===== config.mk =====
export PLATFORM = sky130hd
export DESIGN_NAME = multi_threshold
export DESIGN_NICKNAME = d
export VERILOG_FILES = /design/src/rtl/multi_threshold.sv
export SDC_FILE = /design/constraint.sdc
export NUM_CORES = 1
export LEC_CHECK = 0
export BUFFER_PORTS_ARGS = -buffer_cell sky130_fd_sc_hd__buf_2
export CAP_MARGIN = 25
export CORE_ASPECT_RATIO = 0.75
export CORE_MARGIN = 4
export CORE_UTILIZATION = 45
export DETAILED_ROUTE_END_ITERATION = 16
export GPL_ROUTABILITY_DRIVEN = 0
export MAX_ROUTING_LAYER = met4
export PLACE_DENSITY = 0.77
export REMOVE_ABC_BUFFERS = 1
export SYNTH_ARGS = -nofsm -noshare
export SYNTH_HDL_FRONTEND = slang
export SYNTH_SLANG_ARGS = --single-unit

===== constraint.sdc =====
create_clock -name clk -period 2.03 [get_ports clk]
set_input_delay 0.1015 -clock clk [delete_from_list [all_inputs] [get_ports clk]]
set_output_delay 0.1015 -clock clk [all_outputs]
set_load 0.1 [all_outputs]

===== src/rtl/multi_threshold.sv =====
// Per-channel hysteresis onset detector with confirm count and optional onset timestamp capture.
// Timestamp timer/capture is built only when MULTI_THRESHOLD_TIMESTAMP_EN is defined.
module multi_threshold #(
  parameter int NCH     = 4,
  parameter int CW      = 32,
  parameter int CONFIRM = 2,
  parameter int TSW     = 32
) (
  input  logic                clk,
  input  logic                rst,
  input  logic [NCH*CW-1:0]   cntr,
  input  logic [NCH-1:0]      cntr_valid,
  input  logic [CW-1:0]       high,
  input  logic [CW-1:0]       low,
  input  logic                arm,
  output logic [NCH-1:0]      detect,
  output logic [NCH*TSW-1:0]  ts,
  output logic [NCH-1:0]      ts_valid,
  output logic                all_done
);

  typedef enum logic [1:0] {IDLE, PEND, ACTIVE} state_t;

  localparam logic [7:0] CONFIRM_C = 8'(CONFIRM);

  state_t           state_q [NCH];
  state_t           state_d [NCH];
  logic [7:0]       ccnt_q  [NCH];
  logic [7:0]       ccnt_d  [NCH];
  logic [NCH-1:0]   detect_q, detect_d;
  logic [CW-1:0]    cntr_ch [NCH];

  for (genvar g = 0; g < NCH; g++) begin : g_ch
    assign cntr_ch[g] = cntr[g*CW +: CW];
  end

  // detect_d marks the qualifying sample; the pulse appears one edge later
  always_comb begin
    detect_d = '0;
    for (int i = 0; i < NCH; i++) begin
      state_d[i] = state_q[i];
      ccnt_d[i]  = ccnt_q[i];
      if (cntr_valid[i]) begin
        case (state_q[i])
          IDLE, PEND: begin
            if (cntr_ch[i] >= high) begin
              if (ccnt_q[i] + 8'd1 == CONFIRM_C) begin
                state_d[i]  = ACTIVE;
                ccnt_d[i]   = '0;
                detect_d[i] = 1'b1;
              end else begin
                state_d[i] = PEND;
                ccnt_d[i]  = ccnt_q[i] + 8'd1;
              end
            end else begin
              state_d[i] = IDLE;
              ccnt_d[i]  = '0;
            end
          end
          ACTIVE: begin
            if (cntr_ch[i] <= low) state_d[i] = IDLE;
          end
          default: begin
            state_d[i] = IDLE;
            ccnt_d[i]  = '0;
          end
        endcase
      end
    end
  end

  always_ff @(posedge clk) begin
    if (rst) begin
      for (int i = 0; i < NCH; i++) begin
        state_q[i] <= IDLE;
        ccnt_q[i]  <= '0;
      end
      detect_q <= '0;
    end else begin
      for (int i = 0; i < NCH; i++) begin
        state_q[i] <= state_d[i];
        ccnt_q[i]  <= ccnt_d[i];
      end
      detect_q <= detect_d;
    end
  end

  assign detect = detect_q;

`ifdef MULTI_THRESHOLD_TIMESTAMP_EN
  logic [TSW-1:0]     timer_q, timer_d;
  logic [NCH*TSW-1:0] ts_q, ts_d;
  logic [NCH-1:0]     ts_valid_q, ts_valid_d;
  logic               all_done_q, all_done_d;

  // Capture is applied after the arm clear so a same-cycle capture wins
  always_comb begin
    timer_d    = timer_q + TSW'(1);
    ts_d       = ts_q;
    ts_valid_d = arm ? '0 : ts_valid_q;
    for (int i = 0; i < NCH; i++) begin
      if (detect_d[i] && !ts_valid_q[i]) begin
        ts_d[i*TSW +: TSW] = timer_q;
        ts_valid_d[i]      = 1'b1;
      end
    end
    all_done_d = &ts_valid_d;
  end

  always_ff @(posedge clk) begin
    if (rst) begin
      timer_q    <= '0;
      ts_q       <= '0;
      ts_valid_q <= '0;
      all_done_q <= 1'b0;
    end else begin
      timer_q    <= timer_d;
      ts_q       <= ts_d;
      ts_valid_q <= ts_valid_d;
      all_done_q <= all_done_d;
    end
  end

  assign ts       = ts_q;
  assign ts_valid = ts_valid_q;
  assign all_done = all_done_q;
`else
  logic unused_arm;
  assign unused_arm = arm;
  assign ts         = '0;
  assign ts_valid   = '0;
  assign all_done   = 1'b0;
`endif

endmodule


==> results of run 1 <==
flip-flops by register name, summed over array words and instances, names as in the netlist:
signal   cells
detect       4
state_q      8
ccnt_q      32
cell usage after synthesis (3+ instances only):
master	instances	area, um^2
or3_1	6	37.5
ha_1	264	3300
xnor2_1	5	43.8
nor2b_1	5	31.3
or4_1	18	135
nor2_1	18	67.6
a31o_2	3	26.3
or3b_1	4	35.0
a21o_1	12	90.1
nand2_1	116	435
a31oi_1	22	138
nor3b_1	4	30.0
o21ai_0	26	130
nor3_1	13	65.1
a21oi_1	119	596
nor4_1	11	68.8
o41ai_1	3	26.3
nand2b_1	14	87.6
buf_2	3	15.0
o21a_1	12	90.1
xor2_1	3	26.3
a21boi_0	3	22.5
a2111oi_0	4	35.0
clkbuf_1	6	22.5
a221oi_1	11	96.3
and4_1	9	78.8
nand3_1	39	195
dfxtp_1	44	881
a211oi_1	3	22.5
o2111ai_1	3	26.3
buf_4	135	1010
o211a_1	3	30.0
o211ai_1	9	67.6
or4b_1	6	60.1
inv_1	76	285
nand3b_1	13	97.6
nand4_1	40	250
layer usage:
layer / share of wire / vias to the layer above
li1: - / 4818
met1: 0.41 / 4565
met2: 0.48 / 428
met3: 0.074 / 89
met4: 0.033 / 0
met5: 0 / -
worst max-delay path by stage:
stage	end
after global routing	ccnt_q[3][2]$_SDFFE_PP0P_
after global placement	state_q[0][1]$_SDFFE_PP0P_
after CTS	ccnt_q[3][2]$_SDFFE_PP0P_
after floorplan	ccnt_q[1][0]$_SDFFE_PP0P_
final	ccnt_q[3][2]$_SDFFE_PP0P_
after detailed placement	ccnt_q[0][3]$_SDFFE_PP0P_
metrics by stage:
| step | util | hold WS (ns) | TNS (ns) | std cells |
|---|---|---|---|---|
| floorplan | - | 0.171 | -0.536 | 1112 |
| global placement | 0.582 | 0.416 | -14.72 | 1775 |
| detailed placement | 0.582 | 0.428 | -16.56 | 1775 |
| CTS | 0.622 | 0.113 | -0.653 | 1797 |
| global route | 0.656 | 0.118 | -4.02 | 1811 |
| finish | 0.656 | 0.110 | -2.10 | 1811 |
worst reg2reg max path: stages (launching register included):
cell and delay, ns:
dfxtp_1 0.38, nand3_2 0.09, or2_4 0.30, nor2_8 0.14
xor2_4 0.18, nor4_4 0.07, buf_4 0.14, or4_1 0.51
a21oi_1 0.15
final cells by class:
| cell class | instances | area [um^2] | share of cell area |
|---|---|---|---|
| Sequential cell | 44 | 888 | 0.0693 |
| Timing Repair Buffer | 435 | 2920 | 0.227 |
| Multi-Input combinational cell | 992 | 8190 | 0.639 |
| Inverter | 76 | 328 | 0.0256 |
| Clock inverter | 2 | 38.8 | 0.00302 |
| Tap cell | 253 | 317 | 0.0247 |
| Antenna cell | 3 | 7.51 | 0.000585 |
| Clock buffer | 6 | 139 | 0.0108 |
logic make-up (layout without fill, tap and decap cells):
group / after synthesis / after routing / synth area share
buffers and inverters: 221 / 519 / 0.149
AND/OR/NAND/NOR: 332 / 332 / 0.202
other: 1 / 136 / 0.000414
multiplexers: 2 / 2 / 0.00235
XOR/XNOR: 10 / 10 / 0.0113
adder cells (fa/ha/maj): 264 / 264 / 0.365
flip-flops: 44 / 44 / 0.0973
AO/OA/AOI/OAI: 251 / 251 / 0.173
timing repair:
item | CTS | global route
setup buffers | 12 | 11
endpoints found under the setup margin | 34 | 39
resized for setup | 98 | 122
pin swaps | 52 | 66
cloned | 3 | 0
power by group:
group          internal, W  switching (W)
sequential        0.000882      0.0000168
combinational      0.00111        0.00221
clock             0.000617       0.000360
==> metrics.cfg, run 1 <==
[worst_hold_path]
hold_start=cntr_valid[0]
worst_hold_path.num_cells=3
worstHoldEndpoint=state_q[0][0]$_SDFFE_PP0P_
worstHoldPathType=input pin to flip-flop

[setup_path]
critPathMostFrequentCell=buf_6
r2r_end=ccnt_q[2][0]$_SDFFE_PP0P_
cp_num_cells=11
worstPathBufferInverterCount=3
crit_start=high[0]
critical_path_class=input pin to flip-flop
cp.required_ns=2.25
critical_path.cell_chain=buf_8 > buf_6 > ha_4 > nand2b_4 > a2111oi_2 > o21a_1 > o211ai_1 > a31oi_2 > buf_6 > or4b_1 > a31oi_1
cp-end-kind=flip-flop
timing.rr.start=ccnt_q[2][2]$_SDFFE_PP0P_
cp_max_fo=6
crit_family=compound AO/OA/AOI/OAI gates
r2r_slack_ns=-0.01
critPathLaunchType=input pin
cp_slowest_stage_delay_ns=0.49
cp_data_arrival_time_ns=2.44
reg2reg_depth=8
critPathSlowestCell=or4b_1

[timing]
fin_ws_ns=-0.189
final-setup-viol-count=25
timing.slew.headroom=0.647
skew_ns=0.00574
drv_slew=0
final.min_clock_period_ns=2.22
fmax_mhz=451
rsz0062_at_grt=true
tightestPinTransition_ns=0.527
min_period_over_period=1.09
finalHoldViolations=0

[placed_design]
hpwl_mm=25.6
placedInstanceArea_mm2=0.0114
dp_slack_ns=-0.554
io_buffers=201

[final_layout]
fillCellCount=1554
post-route-cell-area_mm2=0.0128
layout_common_cells=ha_1 (234), buf_4 (222), buf_2 (186)
layout-drive-gt1-share=0.377
layout_commonest_cell=ha_1
nets=2017
syn_to_final_growth_pct=41.6

[floorplan]
rows=44
die-area_mm2=0.0225
die_h_um=131
start_util=0.463
die_w_um=172
coreArea_mm2=0.0195
ios=336

[yosys]
syn_avg_cell_area_um2=8.05
synthFlopType=dfxtp_1
seq_area_frac_synth=0.0973
synth-edff-count=0
synth_area_mm2=0.00905
yosys_warnings=0
synthCells=1125
synthArstFlopShare=0
synth_cell_types=66
ys_ff_latch=44

[global_routing]
antenna_found_initial=3
use_met3=0.0430
grt_max_degree=25
gr-usage-met2=0.429
grt_pass1_wl_mm=44.9
grt.overflow.total=0
grt_pass1_vias=9331
busiest_layer=met2
grt.total_usage=0.255
grt_use_met1=0.317

[clock_network]
worstSkewPairLatency_ns=0.29
cts_tree=yes
clk_pin_slew_ns=0.07
htreeDepth=2
numCtsBuffers=5
postCtsHoldBufs=0
clock_sinks=44
clk_path_buf_depth=2
root_buffer=clkbuf_16

[routing]
wirelength_mm=31.7
first_iter_violations=626
num_vias=9900
ant_nets=0
viasPerCell=5.47
drc_errors=0
dr.pass1.iters=6
wl_per_cell_um=17.5

[power_and_ir_drop]
power_density_mw_per_mm2=405
ir_worst_vdd_uv=467
power_w=0.00519
p_leak_nw=6.43

[run]
maxCapViolCount=0

[status]
violations=setup timing
status=finished, violations left

Power figures use the tool's default switching activity.
==> inputs of run 2 (changes only) <==
--- a/config.mk
+++ b/config.mk
@@ -5,15 +5,15 @@
 export SDC_FILE = /design/constraint.sdc
 export NUM_CORES = 1
 export LEC_CHECK = 0
-export BUFFER_PORTS_ARGS = -buffer_cell sky130_fd_sc_hd__buf_2
 export CAP_MARGIN = 25
 export CORE_ASPECT_RATIO = 0.75
 export CORE_MARGIN = 4
 export CORE_UTILIZATION = 45
+export CTS_BUF_LIST = sky130_fd_sc_hd__clkbuf_4
 export DETAILED_ROUTE_END_ITERATION = 16
+export DONT_BUFFER_PORTS = 1
 export GPL_ROUTABILITY_DRIVEN = 0
 export MAX_ROUTING_LAYER = met4
-export PLACE_DENSITY = 0.77
 export REMOVE_ABC_BUFFERS = 1
 export SYNTH_ARGS = -nofsm -noshare
 export SYNTH_HDL_FRONTEND = slang
==> metrics.cfg, run 2 (same netlist as run 1, synthesis figures left out) <==
[status]
status=finished, violations left
violations=setup timing

[routing]
num_vias=8246
first_iter_violations=355
wirelength_mm=27.6
drc_errors=0
viasPerCell=5.44
wl_per_cell_um=18.2
ant_nets=0
dr.pass1.iters=4

[clock_network]
clock_sinks=44
worstSkewPairLatency_ns=0.38
clk_pin_slew_ns=0.14
htreeDepth=2
root_buffer=clkbuf_4
clk_path_buf_depth=2
cts_tree=yes
numCtsBuffers=5

[global_routing]
busiest_layer=met2
antenna_found_initial=0
grt_pass1_vias=7651
grt_max_degree=32
gr-usage-met2=0.370
grt_pass1_wl_mm=41.2
grt.total_usage=0.239
grt.overflow.total=0
use_met3=0.0668
grt_use_met1=0.314

[setup_path]
timing.rr.start=ccnt_q[2][2]$_SDFFE_PP0P_
reg2reg_depth=8
crit_end=ccnt_q[2][4]$_SDFFE_PP0P_
cp-end-kind=flip-flop
crit_start=high[3]
cp_data_arrival_time_ns=2.37
critPathLaunchType=input pin
r2r_end=ccnt_q[2][0]$_SDFFE_PP0P_
r2r_slack_ns=0.07
cp_max_fo=7
critical_path_class=input pin to flip-flop
cp.required_ns=2.35

[floorplan]
ios=336
rows=44
start_util=0.463
coreArea_mm2=0.0195
die_h_um=131
die_w_um=172
die-area_mm2=0.0225

[final_layout]
syn_to_final_growth_pct=11.9
layout_common_cells=ha_1 (263), conb_1 (133), buf_4 (133)
diodes=0
post-route-cell-area_mm2=0.0101
nets=1726
largest_reg_flops=32
top_register=ccnt_q
utilization=0.518
layout_commonest_cell=ha_1
fillCellCount=1893
layout-drive-gt1-share=0.149

[power_and_ir_drop]
p_sw_frac=0.562
combPwrFrac=0.663
switchingPower_w=0.00223
power_density_mw_per_mm2=391
p_seq_frac=0.226
p_int_w=0.00174
power_w=0.00397
ir_worst_vdd_uv=304
p_leak_nw=5.00
clkPwrFrac=0.111

[timing]
final-setup-viol-count=1
min_period_over_period=1.01
finalHoldViolations=0
hold_slack_ns=0.0517
skew_ns=0.0107
rsz0062_at_grt=true
final.min_clock_period_ns=2.05
drv_slew=0
fin_ws_ns=-0.0176
fmax_mhz=488

[placed_design]
placedInstanceArea_mm2=0.00981
dp_slack_ns=-0.454
io_buffers=0
hpwl_mm=24.2

[worst_hold_path]
worstHoldPathType=input pin to flip-flop

[run]
maxCapViolCount=0

## run 2: changes by cell type in the layout (fill, tap and decap cells not counted), sizes merged
cell | before | now
buf | 435 | 139
dlygate4sd3 | 0 | 5
diode | 3 | 0
clkinvlp | 0 | 2
bufinv | 1 | 0
clkbuf | 6 | 5
inv | 76 | 75
## run 2: final cells by class
type / count / area (um^2) / share of cell area
clock inverter: 2 / 12.5 / 0.00123
sequential: 44 / 891 / 0.0879
multi-input combinational: 992 / 7460 / 0.736
clock buffer: 5 / 37.5 / 0.00370
timing repair buffer: 144 / 1120 / 0.111
inverter: 76 / 289 / 0.0285
tap: 253 / 317 / 0.0312
## run 2: routing by layer
layer | share of wire | vias up
met5 | 0 | -
met4 | 0.018 | 0
met3 | 0.094 | 27
met2 | 0.44 | 266
met1 | 0.45 | 3734
li1 | - | 4219
## run 2: worst max-delay path, cell delays in order
cell,delay [ns]
clkinvlp_4,0.12
ha_4,0.28
o21a_1,0.10
o2111ai_1,0.09
o21a_1,0.22
o211ai_1,0.31
buf_4,0.20
a31oi_4,0.11
buf_6,0.15
or4_4,0.49
a31oi_4,0.18
## run 2: worst min path at each step
stage | start | endpoint | slack [ns] | depth (start not counted)
after floorplan | rst | ccnt_q[0][0]$_SDFFE_PP0P_ | 0.17 | 1
after global placement | rst | ccnt_q[3][3]$_SDFFE_PP0P_ | 0.18 | 1
after detailed placement | rst | ccnt_q[3][2]$_SDFFE_PP0P_ | 0.18 | 1
after CTS | rst | state_q[1][1]$_SDFFE_PP0P_ | 0.03 | 3
after global routing | rst | detect[3]$_SDFF_PP0_ | 0.05 | 2
final | rst | state_q[1][1]$_SDFFE_PP0P_ | 0.05 | 3
## run 2: what timing repair did
action,CTS,global route
hold buffers,6,0
setup endpoints to repair,8,30
pin swaps,3,19
hold endpoints to repair,34,0
setup buffers,2,2
gates resized for setup,5,33
## run 2: stage by stage
stage | TNS, ns | instances
2_1_floorplan | -0.536 | 1112
3_3_place_gp | -10.63 | 1499
3_5_place_dp | -12.22 | 1499
4_1_cts | 0 | 1514
5_1_grt | -0.983 | 1516
6_report | -0.0176 | 1516
## run 2: power by group through the flow
stage,logic (W),registers (W),clock network (W)
final,0.00263,0.000894,0.000442
after detailed placement,0.00254,0.000914,0
after global placement,0.00251,0.000913,0
after floorplan,0.00198,0.000922,0
after CTS,0.00258,0.000895,0.000457
after global routing,0.00287,0.000897,0.000492
